$ cat src/rtl/hyper_burst_splitter.sv
// hyper_burst_splitter: cuts one transfer descriptor into sub-transfers of at
// most cfg_burst_max_i words for NumPhys parallel HyperBus PHYs.
//
// Ports:
//   clk_i, rst_ni           clock, async active-low reset
//   cfg_burst_max_i         max words per sub-transfer (0 = unlimited)
//   in_*  (valid/ready)     descriptor: write, burst, burst_type, addr_space, addr
//   out_* (valid/ready)     sub-transfer: same fields plus first/last markers
//   busy_o                  a descriptor is being emitted
module hyper_burst_splitter #(
    parameter int unsigned NumPhys    = 1,
    parameter int unsigned AddrWidth  = 32,
    parameter int unsigned BurstWidth = 15,
    parameter int unsigned MaxWidth   = 16
) (
    input  logic                  clk_i,
    input  logic                  rst_ni,
    input  logic [MaxWidth-1:0]   cfg_burst_max_i,
    input  logic                  in_valid_i,
    output logic                  in_ready_o,
    input  logic                  in_write_i,
    input  logic [BurstWidth-1:0] in_burst_i,
    input  logic                  in_burst_type_i,
    input  logic                  in_addr_space_i,
    input  logic [AddrWidth-1:0]  in_addr_i,
    output logic                  out_valid_o,
    input  logic                  out_ready_i,
    output logic                  out_write_o,
    output logic [BurstWidth-1:0] out_burst_o,
    output logic                  out_burst_type_o,
    output logic                  out_addr_space_o,
    output logic [AddrWidth-1:0]  out_addr_o,
    output logic                  out_first_o,
    output logic                  out_last_o,
    output logic                  busy_o
);

    localparam int unsigned CmpWidth =
        (BurstWidth > MaxWidth) ? BurstWidth : MaxWidth;

    typedef enum logic {
        Idle,
        Emit
    } state_e;

    state_e                state_q;
    logic [MaxWidth-1:0]   max_q;
    logic [BurstWidth-1:0] rem_q;

    logic [BurstWidth-1:0] nxt_rem;
    logic [AddrWidth-1:0]  nxt_addr;
    logic [BurstWidth-1:0] sel_rem;
    logic [MaxWidth-1:0]   sel_max;
    logic                  sel_linear;
    logic [CmpWidth-1:0]   rem_ext;
    logic [CmpWidth-1:0]   max_ext;
    logic                  split;
    logic [BurstWidth-1:0] chunk;

    // rem_q holds the words left including the chunk currently presented
    assign nxt_rem  = rem_q - out_burst_o;
    assign nxt_addr = out_addr_o
                    + AddrWidth'(out_burst_o) * AddrWidth'(2 * NumPhys);

    // Chunk for the sub-transfer about to be loaded into the output
    // registers: from the inputs on acceptance, from the latched
    // descriptor when advancing.
    always_comb begin
        sel_rem    = nxt_rem;
        sel_max    = max_q;
        sel_linear = out_burst_type_o;
        if (state_q == Idle) begin
            sel_rem    = in_burst_i;
            sel_max    = cfg_burst_max_i;
            sel_linear = in_burst_type_i;
        end
        rem_ext = CmpWidth'(sel_rem);
        max_ext = CmpWidth'(sel_max);
        split   = (sel_max != '0) && sel_linear && (rem_ext > max_ext);
        // when split, max < rem so it fits in BurstWidth
        chunk   = split ? BurstWidth'(max_ext) : sel_rem;
    end

    always_ff @(posedge clk_i or negedge rst_ni) begin
        if (!rst_ni) begin
            state_q          <= Idle;
            max_q            <= '0;
            rem_q            <= '0;
            in_ready_o       <= 1'b1;
            out_valid_o      <= 1'b0;
            out_write_o      <= 1'b0;
            out_burst_o      <= '0;
            out_burst_type_o <= 1'b0;
            out_addr_space_o <= 1'b0;
            out_addr_o       <= '0;
            out_first_o      <= 1'b0;
            out_last_o       <= 1'b0;
            busy_o           <= 1'b0;
        end else begin
            case (state_q)
                Idle: begin
                    if (in_valid_i) begin
                        state_q          <= Emit;
                        max_q            <= cfg_burst_max_i;
                        rem_q            <= in_burst_i;
                        in_ready_o       <= 1'b0;
                        out_valid_o      <= 1'b1;
                        busy_o           <= 1'b1;
                        out_write_o      <= in_write_i;
                        out_burst_type_o <= in_burst_type_i;
                        out_addr_space_o <= in_addr_space_i;
                        out_addr_o       <= in_addr_i;
                        out_burst_o      <= chunk;
                        out_first_o      <= 1'b1;
                        out_last_o       <= !split;
                    end
                end
                Emit: begin
                    if (out_ready_i) begin
                        if (out_last_o) begin
                            state_q     <= Idle;
                            in_ready_o  <= 1'b1;
                            out_valid_o <= 1'b0;
                            busy_o      <= 1'b0;
                        end else begin
                            rem_q       <= nxt_rem;
                            out_addr_o  <= nxt_addr;
                            out_burst_o <= chunk;
                            out_first_o <= 1'b0;
                            out_last_o  <= !split;
                        end
                    end
                end
                default: state_q <= Idle;
            endcase
        end
    end

endmodule

$ cat config.mk
export PLATFORM = sky130hd
export DESIGN_NAME = hyper_burst_splitter
export DESIGN_NICKNAME = d
export VERILOG_FILES = /design/src/rtl/hyper_burst_splitter.sv
export SDC_FILE = /design/constraint.sdc
export NUM_CORES = 1
export LEC_CHECK = 0
export CAP_MARGIN = 20
export CORE_MARGIN = 2
export CORE_UTILIZATION = 55
export CTS_CLUSTER_DIAMETER = 50
export DETAILED_ROUTE_END_ITERATION = 8
export GPL_ROUTABILITY_DRIVEN = 0
export PLACE_DENSITY = 0.81
export SKIP_CTS_REPAIR_TIMING = 1
export SLEW_MARGIN = 0
export SYNTH_ARGS = -nofsm -noshare
export SYNTH_HDL_FRONTEND = slang
export SYNTH_SLANG_ARGS = --single-unit
$ cat constraint.sdc
create_clock -name clk_i -period 11.2 [get_ports clk_i]
set_clock_uncertainty 0.05 [all_clocks]
set_input_delay 2.24 -clock clk_i [delete_from_list [all_inputs] [get_ports clk_i]]
set_output_delay 2.24 -clock clk_i [all_outputs]
set_load 0.05 [all_outputs]
==> report_table.html, run 1 <==
<table>
<tr><th>Metric</th><th>Value</th></tr>
<tr><th colspan="2">Critical path</th></tr>
<tr><td>Crit path DAT</td><td>around 5.1 ns</td></tr>
<tr><td>Critical Path, Cell by Cell</td><td>clkdlybuf4s50_1 -&gt; a21oi_1 -&gt; nand3_1 -&gt; ha_1 -&gt; nand3_1 -&gt; nor3_2 -&gt; nor3b_1 -&gt; a211o_1 -&gt; nand2_1 -&gt; o21a_1</td></tr>
<tr><td>Worst R2R Start</td><td>out_burst_o[1]</td></tr>
<tr><td>Cell with the most instances on the worst path</td><td>sky130_fd_sc_hd__nand3_1</td></tr>
<tr><td>Data required, critical path</td><td>11.39 ns</td></tr>
<tr><td>Startpoint types</td><td>input pin</td></tr>
<tr><td>Biggest fanout along the worst timing path</td><td>23</td></tr>
<tr><td>Worst Setup Path Type</td><td>in2reg</td></tr>
<tr><td>Cell depth of the worst flop-to-flop path</td><td>16</td></tr>
<tr><td>Crit. path cell count</td><td>10</td></tr>
<tr><td>Cell with the biggest individual delay on the critical path</td><td>sky130_fd_sc_hd__a211o_1</td></tr>
<tr><td>Buffers plus inverters on the worst setup path</td><td>1</td></tr>
<tr><td>Largest stage delay on the critical path</td><td>approximately 0.67 ns</td></tr>
<tr><td>Critical Path Start</td><td>in_burst_i[10]</td></tr>
<tr><td>Setup slack, reg-to-reg</td><td>6.56 ns</td></tr>
<tr><td>CP endpoint kind</td><td>flop</td></tr>
<tr><td>Critical path's top delay family</td><td>compound AO/OA/AOI/OAI gates</td></tr>
<tr><th colspan="2">STA</th></tr>
<tr><td>Tcrit/Tclk final</td><td>0.440</td></tr>
<tr><td>Final setup violation count</td><td>0</td></tr>
<tr><td>Fmax achieved</td><td>203 MHz</td></tr>
<tr><td>Worst setup margin</td><td>6.27 ns</td></tr>
<tr><td>Slew at the pin closest to its max-slew limit</td><td>1.06 ns</td></tr>
<tr><td>Min cycle time layout</td><td>4.93 ns</td></tr>
<tr><td>Final total negative setup slack</td><td>0 ns</td></tr>
<tr><td>Total count of max-transition violations in the final report</td><td>0</td></tr>
<tr><td>Relative slew margins</td><td>0.289</td></tr>
<tr><td>Setup repair after global routing missed its margin</td><td>false</td></tr>
<tr><td>Hold Violations, Final</td><td>0</td></tr>
<tr><th colspan="2">Min path</th></tr>
<tr><td>Worst Min Path Start</td><td>out_write_o</td></tr>
<tr><td>Cell depth of the worst min-delay path</td><td>2</td></tr>
<tr><td>Type of the most critical hold path</td><td>reg2reg</td></tr>
<tr><th colspan="2">Die</th></tr>
<tr><td>Die X-Extent</td><td>~110 µm</td></tr>
<tr><td>Placeable core region</td><td>around 11000 µm²</td></tr>
<tr><td>Initial Utilization</td><td>0.558</td></tr>
<tr><td>Total Die Area</td><td>12300 µm²</td></tr>
<tr><td>Number of rows created at floorplan</td><td>39</td></tr>
<tr><td>Top-Level Pins</td><td>~130</td></tr>
<tr><td>Die Height</td><td>111 µm</td></tr>
<tr><th colspan="2">Finish</th></tr>
<tr><td>Share of layout cells above drive strength 1</td><td>0.0566</td></tr>
<tr><td>FF/Latch Area</td><td>between 2000 and 2500 µm²</td></tr>
<tr><td>Filler cells</td><td>906</td></tr>
<tr><td>Antenna diode instance count</td><td>0</td></tr>
<tr><td>Area growth syn-to-layout</td><td>26.0%</td></tr>
<tr><td>Fin nets</td><td>977</td></tr>
<tr><td>Fin area</td><td>between 7000 and 8000 µm²</td></tr>
<tr><td>Footprint of the multi-input gates</td><td>3840 µm²</td></tr>
<tr><th colspan="2">Clock tree</th></tr>
<tr><td>Number of clock buffers inserted by TritonCTS</td><td>9</td></tr>
<tr><td>Clock-pin transition on the worst setup and hold timing paths</td><td>0.06 ns</td></tr>
<tr><td>Clock tree buffer depth</td><td>2</td></tr>
<tr><td>H-tree depth reported by CTS</td><td>3</td></tr>
<tr><td>Library cell used as clock root buffer</td><td>sky130_fd_sc_hd__clkbuf_16</td></tr>
<tr><td>Insertion delay to the later sink of the worst-skew pair</td><td>0.35 ns</td></tr>
<tr><td>Number of clock sinks</td><td>86</td></tr>
<tr><td>CTS tree</td><td>done</td></tr>
<tr><th colspan="2">Yosys</th></tr>
<tr><td>Sequential-to-total area share from yosys stat</td><td>0.342</td></tr>
<tr><td>Synthesized-area fraction occupied by and/or/nand/nor cells</td><td>0.203</td></tr>
<tr><td>Commonest cells in the netlist</td><td>129 x sky130_fd_sc_hd__nand2_1, 85 x sky130_fd_sc_hd__dfrtp_1, 76 x sky130_fd_sc_hd__a21oi_1</td></tr>
<tr><td>Warning count from the yosys run</td><td>0</td></tr>
<tr><td>Dominant combinational cell family by area after synthesis</td><td>compound AO/OA/AOI/OAI gates</td></tr>
<tr><td>Area fraction of the dominant cell type after synthesis</td><td>0.338</td></tr>
<tr><td>Cell types occupying the most area after synthesis</td><td>sky130_fd_sc_hd__dfrtp_1 34%, sky130_fd_sc_hd__ha_1 8.8%, sky130_fd_sc_hd__nand2_1 7.7%, sky130_fd_sc_hd__a21oi_1 6.0%, sky130_fd_sc_hd__mux2i_1 5.3%</td></tr>
<tr><td>Cell count after synthesis</td><td>759</td></tr>
<tr><td>Dominant cell type by area after synthesis</td><td>sky130_fd_sc_hd__dfrtp_1</td></tr>
<tr><td>Synthesized area per cell</td><td>8.29 µm²</td></tr>
<tr><td>Arithmetic-cell share of the synthesized area counting full adders, half adders and majority gates</td><td>0.0939</td></tr>
<tr><td>#FFs+latches synth</td><td>between 80 and 90</td></tr>
<tr><td>Async set-or-reset flop fraction in the synthesized netlist</td><td>1.00</td></tr>
<tr><td>Most frequently used cell type in the post-synthesis netlist</td><td>sky130_fd_sc_hd__nand2_1</td></tr>
<tr><td>Area fraction in compound gates after synthesis</td><td>0.224</td></tr>
<tr><td>Netlist area before placement</td><td>6290 µm²</td></tr>
<tr><td>Post-synthesis share of cell area spent on xor and xnor gates</td><td>0.0195</td></tr>
<tr><td>Mux cell area share after synthesis</td><td>0.0686</td></tr>
<tr><td>Number of enable-type register cells in the synthesized netlist</td><td>0</td></tr>
<tr><td>Syn nets</td><td>roughly 880</td></tr>
<tr><td>Most common flop cell mapped by yosys</td><td>sky130_fd_sc_hd__dfrtp_1</td></tr>
<tr><td>Number of distinct library cells after synthesis</td><td>66</td></tr>
<tr><th colspan="2">Placement</th></tr>
<tr><td>Placement Setup Slack</td><td>6.00 ns</td></tr>
<tr><td>Half-perimeter wire length of the detailed placement result</td><td>around 13000 µm</td></tr>
<tr><td>Cell area reported after detailed placement</td><td>roughly 7600 µm²</td></tr>
<tr><td>Input/output buffers</td><td>124</td></tr>
<tr><th colspan="2">Drt</th></tr>
<tr><td>Detailed-route DRC error count</td><td>0</td></tr>
<tr><td>Post-DR vias/cell</td><td>a little over 6</td></tr>
<tr><td>Wire length on met1</td><td>7610 µm</td></tr>
<tr><td>Count of TritonRoute iterations in the first routing pass</td><td>5</td></tr>
<tr><td>Iter 0 DRT Violations</td><td>516</td></tr>
<tr><td>Wire length per cell after detailed routing</td><td>17.9 µm</td></tr>
<tr><td>Total length of routed wires</td><td>between 15000 and 20000 µm</td></tr>
<tr><td>Final ANT Viol Nets</td><td>0</td></tr>
<tr><td>Top metal layer carrying routed signals</td><td>met4</td></tr>
<tr><td>Detailed route wirelength on metal2</td><td>8580 µm</td></tr>
<tr><td>Met3 WL</td><td>around 1300 µm</td></tr>
<tr><td>Total number of vias</td><td>6174</td></tr>
<tr><th colspan="2">GRT</th></tr>
<tr><td>Overflow left after global routing</td><td>0</td></tr>
<tr><td>Wire length of the first global-routing pass</td><td>29900 µm</td></tr>
<tr><td>Via count of the first global-routing pass</td><td>6178</td></tr>
<tr><td>Aggregate global-route resource usage</td><td>0.299</td></tr>
<tr><td>Number of antenna violations at the first check in global routing</td><td>0</td></tr>
<tr><td>Maximum number of pins on one net before global-route repair</td><td>64</td></tr>
<tr><th colspan="2">Job</th></tr>
<tr><td>Max-cap check violation count</td><td>0</td></tr>
<tr><th colspan="2">Status</th></tr>
<tr><td>Status</td><td>complete, no violations</td></tr>
</table>
-- through the flow --
step | hold WS, ns | cells | util
finish | 0.433 | 1009 | 0.703
global route | 0.443 | 1009 | 0.703
CTS | 0.434 | 1009 | 0.703
detailed placement | 0.412 | 993 | 0.672
global placement | 0.410 | 993 | 0.672
floorplan | 0.413 | 759 | -
-- per-layer routing --
| metal | GRT usage | vias up |
|---|---|---|
| met2 | 0.492 | 298 |
| li1 | - | 2919 |
| met3 | 0.0487 | 41 |
| met1 | 0.392 | 2916 |
| met5 | 0 | - |
| met4 | 0.128 | 0 |
-- state kept, by name, summed over array words and instances, names as in the netlist --
register / cells
out_addr_o: 32
max_q: 16
out_write_o: 1
rem_q: 15
busy_o: 1
out_burst_o: 15
out_burst_type_o: 1
out_last_o: 1
out_addr_space_o: 1
out_first_o: 1
state_q: 1
in_ready_o: 1
-- layout make-up --
type                       count  area share
tap                          143      0.0226
clock inverter                 6      0.0137
sequential                    86       0.272
inverter                      31      0.0147
timing repair buffer         130       0.162
multi-input combinational    603       0.485
clock buffer                  10      0.0302
-- logic make-up after synthesis --
family / after synthesis
and+or+nand+nor: 283
buffers and inverters: 70
adders and majority gates: 46
xor gates and xnor gates: 14
AOI/OAI and AO/OA: 219
DFF: 86
muxes: 41
-- cells in the final DEF, fill, tap and decap left out, types with 5 or more instances in the layout --
cell	instances
sky130_fd_sc_hd__nand2_1	128
sky130_fd_sc_hd__clkdlybuf4s50_1	123
sky130_fd_sc_hd__dfrtp_1	84
sky130_fd_sc_hd__a21oi_1	76
sky130_fd_sc_hd__nor2_1	66
sky130_fd_sc_hd__ha_1	44
sky130_fd_sc_hd__o21ai_0	34
sky130_fd_sc_hd__mux2i_1	33
sky130_fd_sc_hd__inv_1	31
sky130_fd_sc_hd__o22ai_1	14
sky130_fd_sc_hd__o21a_1	14
sky130_fd_sc_hd__and3_1	13
sky130_fd_sc_hd__nor3_1	11
sky130_fd_sc_hd__nand3_1	10
sky130_fd_sc_hd__a21o_1	10
sky130_fd_sc_hd__nor2b_1	9
sky130_fd_sc_hd__clkbuf_16	9
sky130_fd_sc_hd__xnor2_1	8
sky130_fd_sc_hd__nand4_1	8
sky130_fd_sc_hd__o211ai_1	8
sky130_fd_sc_hd__a31oi_1	7
sky130_fd_sc_hd__or3_1	7
sky130_fd_sc_hd__a211oi_1	7
sky130_fd_sc_hd__buf_4	7
sky130_fd_sc_hd__xor2_1	6
sky130_fd_sc_hd__o31ai_1	5
sky130_fd_sc_hd__mux2_2	5
sky130_fd_sc_hd__nor4_1	5
-- path summary, 6_finish.rpt --
path                              endpoint
max                        out_burst_o[10]
min                            out_write_o
max reg2reg                out_burst_o[10]
min reg2reg                    out_write_o
max in group asynchronous          state_q
min in group asynchronous   out_burst_o[5]
-- worst reg2reg max path, cell delays in order, from the launching register on --
cell and delay, ns:
sky130_fd_sc_hd__dfrtp_1 0.44, sky130_fd_sc_hd__inv_1 0.14, sky130_fd_sc_hd__ha_1 0.31, sky130_fd_sc_hd__nor2b_1 0.15
sky130_fd_sc_hd__o31a_1 0.28, sky130_fd_sc_hd__o32ai_2 0.46, sky130_fd_sc_hd__o31a_1 0.26, sky130_fd_sc_hd__xnor2_1 0.08
sky130_fd_sc_hd__mux2_4 0.28, sky130_fd_sc_hd__ha_1 0.33, sky130_fd_sc_hd__a21o_1 0.17, sky130_fd_sc_hd__a21oi_1 0.16
sky130_fd_sc_hd__o211ai_1 0.11, sky130_fd_sc_hd__nand2b_1 0.09, sky130_fd_sc_hd__a211o_1 0.65, sky130_fd_sc_hd__nand2_1 0.30
sky130_fd_sc_hd__o21a_1 0.25
Power of run 1 is left out: the tool's default activity adds up to more than one toggle a clock period on the data nets, which glitch-free logic cannot reach.
==> inputs of run 2 (changes only) <==
--- a/config.mk
+++ b/config.mk
@@ -7,11 +7,11 @@
 export LEC_CHECK = 0
 export CAP_MARGIN = 20
 export CORE_MARGIN = 2
-export CORE_UTILIZATION = 55
+export CORE_UTILIZATION = 53
 export CTS_CLUSTER_DIAMETER = 50
 export DETAILED_ROUTE_END_ITERATION = 8
 export GPL_ROUTABILITY_DRIVEN = 0
-export PLACE_DENSITY = 0.81
+export PLACE_DENSITY = 0.79
 export SKIP_CTS_REPAIR_TIMING = 1
 export SLEW_MARGIN = 0
 export SYNTH_ARGS = -nofsm -noshare
==> constraint.sdc (replaced) <==
create_clock -name clk_i -period 5 [get_ports clk_i]
set_clock_uncertainty 0.05 [all_clocks]
set_input_delay 1 -clock clk_i [delete_from_list [all_inputs] [get_ports clk_i]]
set_output_delay 1 -clock clk_i [all_outputs]
set_load 0.05 [all_outputs]
==> run 2 against run 1 <==
- the run now ends with design-rule violations left
- count of clock-buffer cells in the layout shrank 1
- flip-flop and latch count stayed put
- first-iteration DRC count fell by 5.6%
- die area up 3.6%
- core utilization shrank 1.5 points
- non-clock buffer count increased by 3
- setup slack worse by 5.8 ns
- worst hold slack improved by 0.0090 ns
- final area about the same
==> report_table.html, run 2 (synthesized netlist as in run 1, its figures left out) <==
<table>
<tr><th>Metric</th><th>Value</th></tr>
<tr><th colspan="2">Status</th></tr>
<tr><td>Status</td><td>finished, violations left</td></tr>
<tr><td>Failing checks</td><td>design-rule violations</td></tr>
<tr><th colspan="2">Critical path</th></tr>
<tr><td>Crit path DAT</td><td>4.69 ns</td></tr>
<tr><td>Critical path's top delay family</td><td>compound AO/OA/AOI/OAI gates</td></tr>
<tr><td>Biggest fanout along the worst timing path</td><td>23</td></tr>
<tr><td>Startpoint types</td><td>flop</td></tr>
<tr><td>Worst Setup Path Type</td><td>reg2reg</td></tr>
<tr><td>Setup slack, reg-to-reg</td><td>0.50 ns</td></tr>
<tr><td>Buffers plus inverters on the worst setup path</td><td>1</td></tr>
<tr><td>Cell depth of the worst flop-to-flop path</td><td>15</td></tr>
<tr><td>CP endpoint kind</td><td>flop</td></tr>
<tr><td>Critical Path, Cell by Cell</td><td>inv_1 -&gt; ha_1 -&gt; nor2b_1 -&gt; o31a_1 -&gt; o32ai_2 -&gt; o31a_1 -&gt; xnor2_1 -&gt; mux2_4 -&gt; ha_1 -&gt; nand4_1 -&gt; nor3_2 -&gt; nor3b_1 -&gt; a211o_1 -&gt; nand2_1 -&gt; o21a_1</td></tr>
<tr><td>Largest stage delay on the critical path</td><td>between 0.6 and 0.7 ns</td></tr>
<tr><td>Cell with the biggest individual delay on the critical path</td><td>sky130_fd_sc_hd__a211o_1</td></tr>
<tr><td>Worst R2R Start</td><td>out_burst_o[1]</td></tr>
<tr><td>Data required, critical path</td><td>5.19 ns</td></tr>
<tr><td>R2r endpoint</td><td>out_burst_o[11]</td></tr>
<tr><th colspan="2">Die</th></tr>
<tr><td>Top-Level Pins</td><td>approximately 130</td></tr>
<tr><td>Die Height</td><td>113 µm</td></tr>
<tr><td>Total Die Area</td><td>between 10000 and 15000 µm²</td></tr>
<tr><td>Number of rows created at floorplan</td><td>39</td></tr>
<tr><td>Die X-Extent</td><td>between 100 and 150 µm</td></tr>
<tr><td>Initial Utilization</td><td>0.546</td></tr>
<tr><td>Placeable core region</td><td>11500 µm²</td></tr>
<tr><th colspan="2">Drt</th></tr>
<tr><td>Detailed-route DRC error count</td><td>9</td></tr>
<tr><td>Iter 0 DRT Violations</td><td>487</td></tr>
<tr><td>Post-DR vias/cell</td><td>6.07</td></tr>
<tr><td>Final ANT Viol Nets</td><td>0</td></tr>
<tr><td>Count of TritonRoute iterations in the first routing pass</td><td>8</td></tr>
<tr><td>Wire length per cell after detailed routing</td><td>roughly 18 µm</td></tr>
<tr><td>Total length of routed wires</td><td>around 18000 µm</td></tr>
<tr><td>Total number of vias</td><td>6147</td></tr>
<tr><th colspan="2">GRT</th></tr>
<tr><td>Global-route met3 utilization</td><td>0.0616</td></tr>
<tr><td>Maximum number of pins on one net before global-route repair</td><td>66</td></tr>
<tr><td>Aggregate global-route resource usage</td><td>0.290</td></tr>
<tr><td>Met1 usage in global routing</td><td>0.382</td></tr>
<tr><td>Number of antenna violations at the first check in global routing</td><td>0</td></tr>
<tr><td>Most Used Layer, Global Route</td><td>met2</td></tr>
<tr><td>Wire length of the first global-routing pass</td><td>29400 µm</td></tr>
<tr><td>Met2 track demand over resource</td><td>0.472</td></tr>
<tr><td>Overflow left after global routing</td><td>0</td></tr>
<tr><td>Via count of the first global-routing pass</td><td>5948</td></tr>
<tr><th colspan="2">Clock tree</th></tr>
<tr><td>Clock tree buffer depth</td><td>2</td></tr>
<tr><td>Clock-pin transition on the worst setup and hold timing paths</td><td>0.07 ns</td></tr>
<tr><td>Number of clock buffers inserted by TritonCTS</td><td>9</td></tr>
<tr><td>CTS tree</td><td>done</td></tr>
<tr><td>Insertion delay to the later sink of the worst-skew pair</td><td>0.35 ns</td></tr>
<tr><td>Number of clock sinks</td><td>86</td></tr>
<tr><td>H-tree depth reported by CTS</td><td>3</td></tr>
<tr><td>Library cell used as clock root buffer</td><td>sky130_fd_sc_hd__clkbuf_16</td></tr>
<tr><th colspan="2">STA</th></tr>
<tr><td>Setup repair after global routing missed its margin</td><td>false</td></tr>
<tr><td>Hold Violations, Final</td><td>0</td></tr>
<tr><td>Slew at the pin closest to its max-slew limit</td><td>1.17 ns</td></tr>
<tr><td>Tcrit/Tclk final</td><td>0.899</td></tr>
<tr><td>Final setup violation count</td><td>0</td></tr>
<tr><td>Fmax achieved</td><td>222 MHz</td></tr>
<tr><td>Final total negative setup slack</td><td>0 ns</td></tr>
<tr><td>Min cycle time layout</td><td>4.50 ns</td></tr>
<tr><td>Total count of max-transition violations in the final report</td><td>0</td></tr>
<tr><td>Relative slew margins</td><td>0.222</td></tr>
<tr><th colspan="2">Min path</th></tr>
<tr><td>Cell depth of the worst min-delay path</td><td>2</td></tr>
<tr><td>Worst Min Path Start</td><td>out_addr_space_o</td></tr>
<tr><td>Endpoint with the worst hold slack</td><td>out_addr_space_o</td></tr>
<tr><td>Type of the most critical hold path</td><td>reg2reg</td></tr>
<tr><th colspan="2">Finish</th></tr>
<tr><td>Layout Utilization</td><td>0.688</td></tr>
<tr><td>Antenna diode instance count</td><td>0</td></tr>
<tr><td>Largest registers</td><td>out_addr_o (32), max_q (16)</td></tr>
<tr><td>Share of layout cells above drive strength 1</td><td>0.0598</td></tr>
<tr><td>Area growth syn-to-layout</td><td>25.9%</td></tr>
<tr><td>Fin nets</td><td>980</td></tr>
<tr><td>Largest Register</td><td>out_addr_o</td></tr>
<tr><td>Filler cells</td><td>between 900 and 1000</td></tr>
<tr><td>Max FFs per register</td><td>32</td></tr>
<tr><td>Commonest non-fill, non-tap cell in the layout</td><td>sky130_fd_sc_hd__nand2_1</td></tr>
<tr><td>Commonest cells after routing, fill and taps aside</td><td>128 x sky130_fd_sc_hd__nand2_1, 123 x sky130_fd_sc_hd__clkdlybuf4s50_1, 84 x sky130_fd_sc_hd__dfrtp_1, 76 x sky130_fd_sc_hd__a21oi_1, 66 x sky130_fd_sc_hd__nor2_1</td></tr>
<tr><th colspan="2">Placement</th></tr>
<tr><td>Half-perimeter wire length of the detailed placement result</td><td>13600 µm</td></tr>
<tr><td>Input/output buffers</td><td>124</td></tr>
<tr><th colspan="2">Job</th></tr>
<tr><td>Max-cap check violation count</td><td>0</td></tr>
</table>
## run 2: per-layer routing
layer | vias up | routed length (µm) | part of all wire
li1 | 2930 | - | -
met1 | 2926 | 7870 | 0.43
met2 | 249 | 8750 | 0.47
met3 | 42 | 1360 | 0.073
met4 | 0 | 501 | 0.027
met5 | - | 0 | 0
## run 2: worst min-delay path, cell delays in order (launching register included)
cell and delay (ns):
sky130_fd_sc_hd__dfrtp_1 0.35, sky130_fd_sc_hd__nand2_1 0.05, sky130_fd_sc_hd__nand2_1 0.06
## run 2: how the worst max path moves through the flow
stage	from	to	slack, ns	depth (start not counted)
2_1_floorplan	out_burst_o[1]	out_burst_o[5]	0.92	16
3_3_place_gp	out_burst_o[1]	out_burst_o[14]	0.71	16
3_5_place_dp	out_burst_o[1]	out_burst_o[10]	0.59	15
4_1_cts	out_burst_o[1]	out_burst_o[11]	0.56	15
6_report	out_burst_o[1]	out_burst_o[11]	0.50	15
5_1_grt	out_burst_o[1]	out_burst_o[12]	0.21	16
## run 2: cell type report
class                      instances  area (µm²)  area share
multi-input combinational        603        3840       0.485
clock buffer                       9         225      0.0284
tap                              143         179      0.0226
inverter                          31         116      0.0147
timing repair buffer             133        1310       0.165
clock inverter                     7        96.3      0.0122
sequential                        86        2150       0.272
## run 2: stage by stage
stage | instances | instance area, µm² | hold WS [ns] | setup WS [ns]
5_1_grt | 1012 | 7920 | 0.456 | 0.214
3_5_place_dp | 996 | 7600 | 0.426 | 0.586
6_report | 1012 | 7920 | 0.442 | 0.505
3_3_place_gp | 996 | 7600 | 0.412 | 0.714
4_1_cts | 1012 | 7920 | 0.443 | 0.559
2_1_floorplan | 759 | 6290 | 0.413 | 0.919
Power of run 2 is left out for the same reason.
==> inputs of run 3 (changes only) <==
--- a/config.mk
+++ b/config.mk
@@ -12,7 +12,9 @@
 export DETAILED_ROUTE_END_ITERATION = 8
 export GPL_ROUTABILITY_DRIVEN = 0
 export PLACE_DENSITY = 0.79
+export RECOVER_POWER = 100
 export SKIP_CTS_REPAIR_TIMING = 1
+export SKIP_LAST_GASP = 1
 export SLEW_MARGIN = 0
 export SYNTH_ARGS = -nofsm -noshare
 export SYNTH_HDL_FRONTEND = slang
==> run 3 against run 2 <==
- the run ends with design-rule violations, max-capacitance violations, max-slew violations left
- register-to-register slack lost 0.09 ns
- global-route usage did not move
- worst hold slack lost 0.0048 ns
- first-iteration DRC count rose by 15%
- non-clock buffer count stayed put
- flip-flop and latch count did not move
- critical path type unchanged
==> report_table.html, run 3 (synthesized netlist as in run 1, its figures left out) <==
<table>
<tr><th>Metric</th><th>Value</th></tr>
<tr><th colspan="2">Status</th></tr>
<tr><td>Status</td><td>finished, violations left</td></tr>
<tr><td>Failing checks</td><td>design-rule violations, max-capacitance violations, max-slew violations</td></tr>
<tr><th colspan="2">Critical path</th></tr>
<tr><td>Critical path's top delay family</td><td>compound AO/OA/AOI/OAI gates</td></tr>
<tr><td>Data required, critical path</td><td>5.19 ns</td></tr>
<tr><td>Cell with the biggest individual delay on the critical path</td><td>sky130_fd_sc_hd__a211o_1</td></tr>
<tr><td>Crit path DAT</td><td>4.78 ns</td></tr>
<tr><td>Critical Path, Cell by Cell</td><td>inv_1 -&gt; ha_1 -&gt; nor2b_1 -&gt; o31a_1 -&gt; o32ai_2 -&gt; o31a_1 -&gt; xnor2_1 -&gt; mux2_1 -&gt; ha_1 -&gt; nand4_1 -&gt; nor3_2 -&gt; nor3b_1 -&gt; a211o_1 -&gt; nand2_1 -&gt; o21a_1</td></tr>
<tr><td>Largest stage delay on the critical path</td><td>0.63 ns</td></tr>
<tr><td>Startpoint types</td><td>flop</td></tr>
<tr><td>CP endpoint kind</td><td>flop</td></tr>
<tr><td>Buffers plus inverters on the worst setup path</td><td>1</td></tr>
<tr><td>Biggest fanout along the worst timing path</td><td>23</td></tr>
<tr><td>Worst Setup Path Type</td><td>reg2reg</td></tr>
<tr><th colspan="2">Clock tree</th></tr>
<tr><td>H-tree depth reported by CTS</td><td>3</td></tr>
<tr><td>Number of clock buffers inserted by TritonCTS</td><td>9</td></tr>
<tr><td>Library cell used as clock root buffer</td><td>sky130_fd_sc_hd__clkbuf_16</td></tr>
<tr><td>Number of clock sinks</td><td>86</td></tr>
<tr><td>Clock tree buffer depth</td><td>2</td></tr>
<tr><td>CTS tree</td><td>done</td></tr>
<tr><td>Insertion delay to the later sink of the worst-skew pair</td><td>0.35 ns</td></tr>
<tr><td>Clock-pin transition on the worst setup and hold timing paths</td><td>about 0.07 ns</td></tr>
<tr><th colspan="2">Min path</th></tr>
<tr><td>Type of the most critical hold path</td><td>reg2reg</td></tr>
<tr><th colspan="2">Die</th></tr>
<tr><td>Die X-Extent</td><td>approximately 110 µm</td></tr>
<tr><td>Placeable core region</td><td>11500 µm²</td></tr>
<tr><td>Top-Level Pins</td><td>between 100 and 150</td></tr>
<tr><td>Number of rows created at floorplan</td><td>39</td></tr>
<tr><td>Die Height</td><td>113 µm</td></tr>
<tr><td>Total Die Area</td><td>12800 µm²</td></tr>
<tr><td>Initial Utilization</td><td>0.546</td></tr>
<tr><th colspan="2">Drt</th></tr>
<tr><td>Post-DR vias/cell</td><td>6.09</td></tr>
<tr><td>Total length of routed wires</td><td>18400 µm</td></tr>
<tr><td>Wire length per cell after detailed routing</td><td>18.2 µm</td></tr>
<tr><td>Final ANT Viol Nets</td><td>0</td></tr>
<tr><td>Detailed-route DRC error count</td><td>9</td></tr>
<tr><td>Detailed route wirelength on metal2</td><td>8670 µm</td></tr>
<tr><td>Top metal layer carrying routed signals</td><td>met4</td></tr>
<tr><td>Count of TritonRoute iterations in the first routing pass</td><td>7</td></tr>
<tr><td>Met3 WL</td><td>approximately 1400 µm</td></tr>
<tr><td>Iter 0 DRT Violations</td><td>560</td></tr>
<tr><td>Total number of vias</td><td>6168</td></tr>
<tr><td>Wire length on met1</td><td>around 7900 µm</td></tr>
<tr><th colspan="2">Finish</th></tr>
<tr><td>Largest registers</td><td>out_addr_o (32), max_q (16)</td></tr>
<tr><td>Fin nets</td><td>980</td></tr>
<tr><td>Commonest cells after routing, fill and taps aside</td><td>129 x sky130_fd_sc_hd__nand2_1, 84 x sky130_fd_sc_hd__dfrtp_1, 76 x sky130_fd_sc_hd__a21oi_1, 67 x sky130_fd_sc_hd__nor2_1, 67 x sky130_fd_sc_hd__clkdlybuf4s50_1</td></tr>
<tr><td>Filler cells</td><td>a little over 900</td></tr>
<tr><td>Area growth syn-to-layout</td><td>25.3%</td></tr>
<tr><td>FF/Latch Area</td><td>2150 µm²</td></tr>
<tr><td>Footprint of the multi-input gates</td><td>around 3800 µm²</td></tr>
<tr><td>Share of layout cells above drive strength 1</td><td>0.0483</td></tr>
<tr><td>Antenna diode instance count</td><td>0</td></tr>
<tr><td>Max FFs per register</td><td>32</td></tr>
<tr><td>Largest Register</td><td>out_addr_o</td></tr>
<tr><td>Commonest non-fill, non-tap cell in the layout</td><td>sky130_fd_sc_hd__nand2_1</td></tr>
<tr><th colspan="2">GRT</th></tr>
<tr><td>Wire length of the first global-routing pass</td><td>29400 µm</td></tr>
<tr><td>Via count of the first global-routing pass</td><td>just under 6000</td></tr>
<tr><td>Maximum number of pins on one net before global-route repair</td><td>66</td></tr>
<tr><td>Aggregate global-route resource usage</td><td>0.290</td></tr>
<tr><td>Number of antenna violations at the first check in global routing</td><td>0</td></tr>
<tr><td>Overflow left after global routing</td><td>0</td></tr>
<tr><th colspan="2">STA</th></tr>
<tr><td>Setup repair after global routing missed its margin</td><td>false</td></tr>
<tr><td>Final total negative setup slack</td><td>0 ns</td></tr>
<tr><td>Hold Violations, Final</td><td>0</td></tr>
<tr><td>Tcrit/Tclk final</td><td>0.917</td></tr>
<tr><td>Relative slew margins</td><td>-0.291</td></tr>
<tr><td>Min cycle time layout</td><td>4.58 ns</td></tr>
<tr><td>Final setup violation count</td><td>0</td></tr>
<tr><td>Slew at the pin closest to its max-slew limit</td><td>1.93 ns</td></tr>
<tr><td>Total count of max-transition violations in the final report</td><td>129</td></tr>
<tr><td>Fmax achieved</td><td>218 MHz</td></tr>
<tr><th colspan="2">Placement</th></tr>
<tr><td>Input/output buffers</td><td>124</td></tr>
<tr><td>Half-perimeter wire length of the detailed placement result</td><td>roughly 14000 µm</td></tr>
<tr><th colspan="2">Job</th></tr>
<tr><td>Max-cap check violation count</td><td>3</td></tr>
</table>
[run 3: cell count changes in the layout (fill, tap and decap cells not counted), sizes merged]
| cell | previous run | this run |
|---|---|---|
| buf | 10 | 4 |
| clkdlybuf4s50 | 123 | 67 |
| dlygate4sd3 | 0 | 56 |
| clkbuf | 9 | 15 |
[run 3: per-layer routing]
layer	track usage	vias to the layer above
met4	0.109	0
met5	0	-
li1	-	2930
met2	0.472	261
met1	0.382	2931
met3	0.0616	46
[run 3: worst min-delay path, stage by stage, from the launching register on]
cell and delay [ns]:
sky130_fd_sc_hd__dfrtp_1 0.34, sky130_fd_sc_hd__nand2_1 0.05, sky130_fd_sc_hd__nand2_1 0.06
[run 3: worst paths after layout]
path	slack, ns	depth (start not counted)	to	start
max	0.42	15	out_burst_o[11]	out_burst_o[1]
min	0.44	2	out_first_o	out_first_o
max reg2reg	0.42	15	out_burst_o[11]	out_burst_o[1]
min reg2reg	0.44	2	out_first_o	out_first_o
max in group asynchronous	2.55	2	out_write_o	rst_ni
min in group asynchronous	0.72	1	rem_q[6]	rst_ni
[run 3: metrics by stage]
stage / cells / util / setup slack [ns] / instance area [µm²] / hold WS [ns]
finish: 1012 / 0.684 / 0.417 / 7880 / 0.437
global route: 1012 / 0.684 / 0.135 / 7880 / 0.454
CTS: 1012 / 0.688 / 0.559 / 7920 / 0.443
detailed placement: 996 / 0.660 / 0.586 / 7600 / 0.426
global placement: 996 / 0.660 / 0.714 / 7600 / 0.412
floorplan: 759 / - / 0.919 / 6290 / 0.413
[run 3: cell type report]
cell class	instances	area share
multi-input combinational	603	0.485
sequential	86	0.273
timing repair buffer	133	0.163
clock buffer	9	0.0286
tap	143	0.0227
inverter	31	0.0148
clock inverter	7	0.0122
Power of run 3 is left out for the same reason.
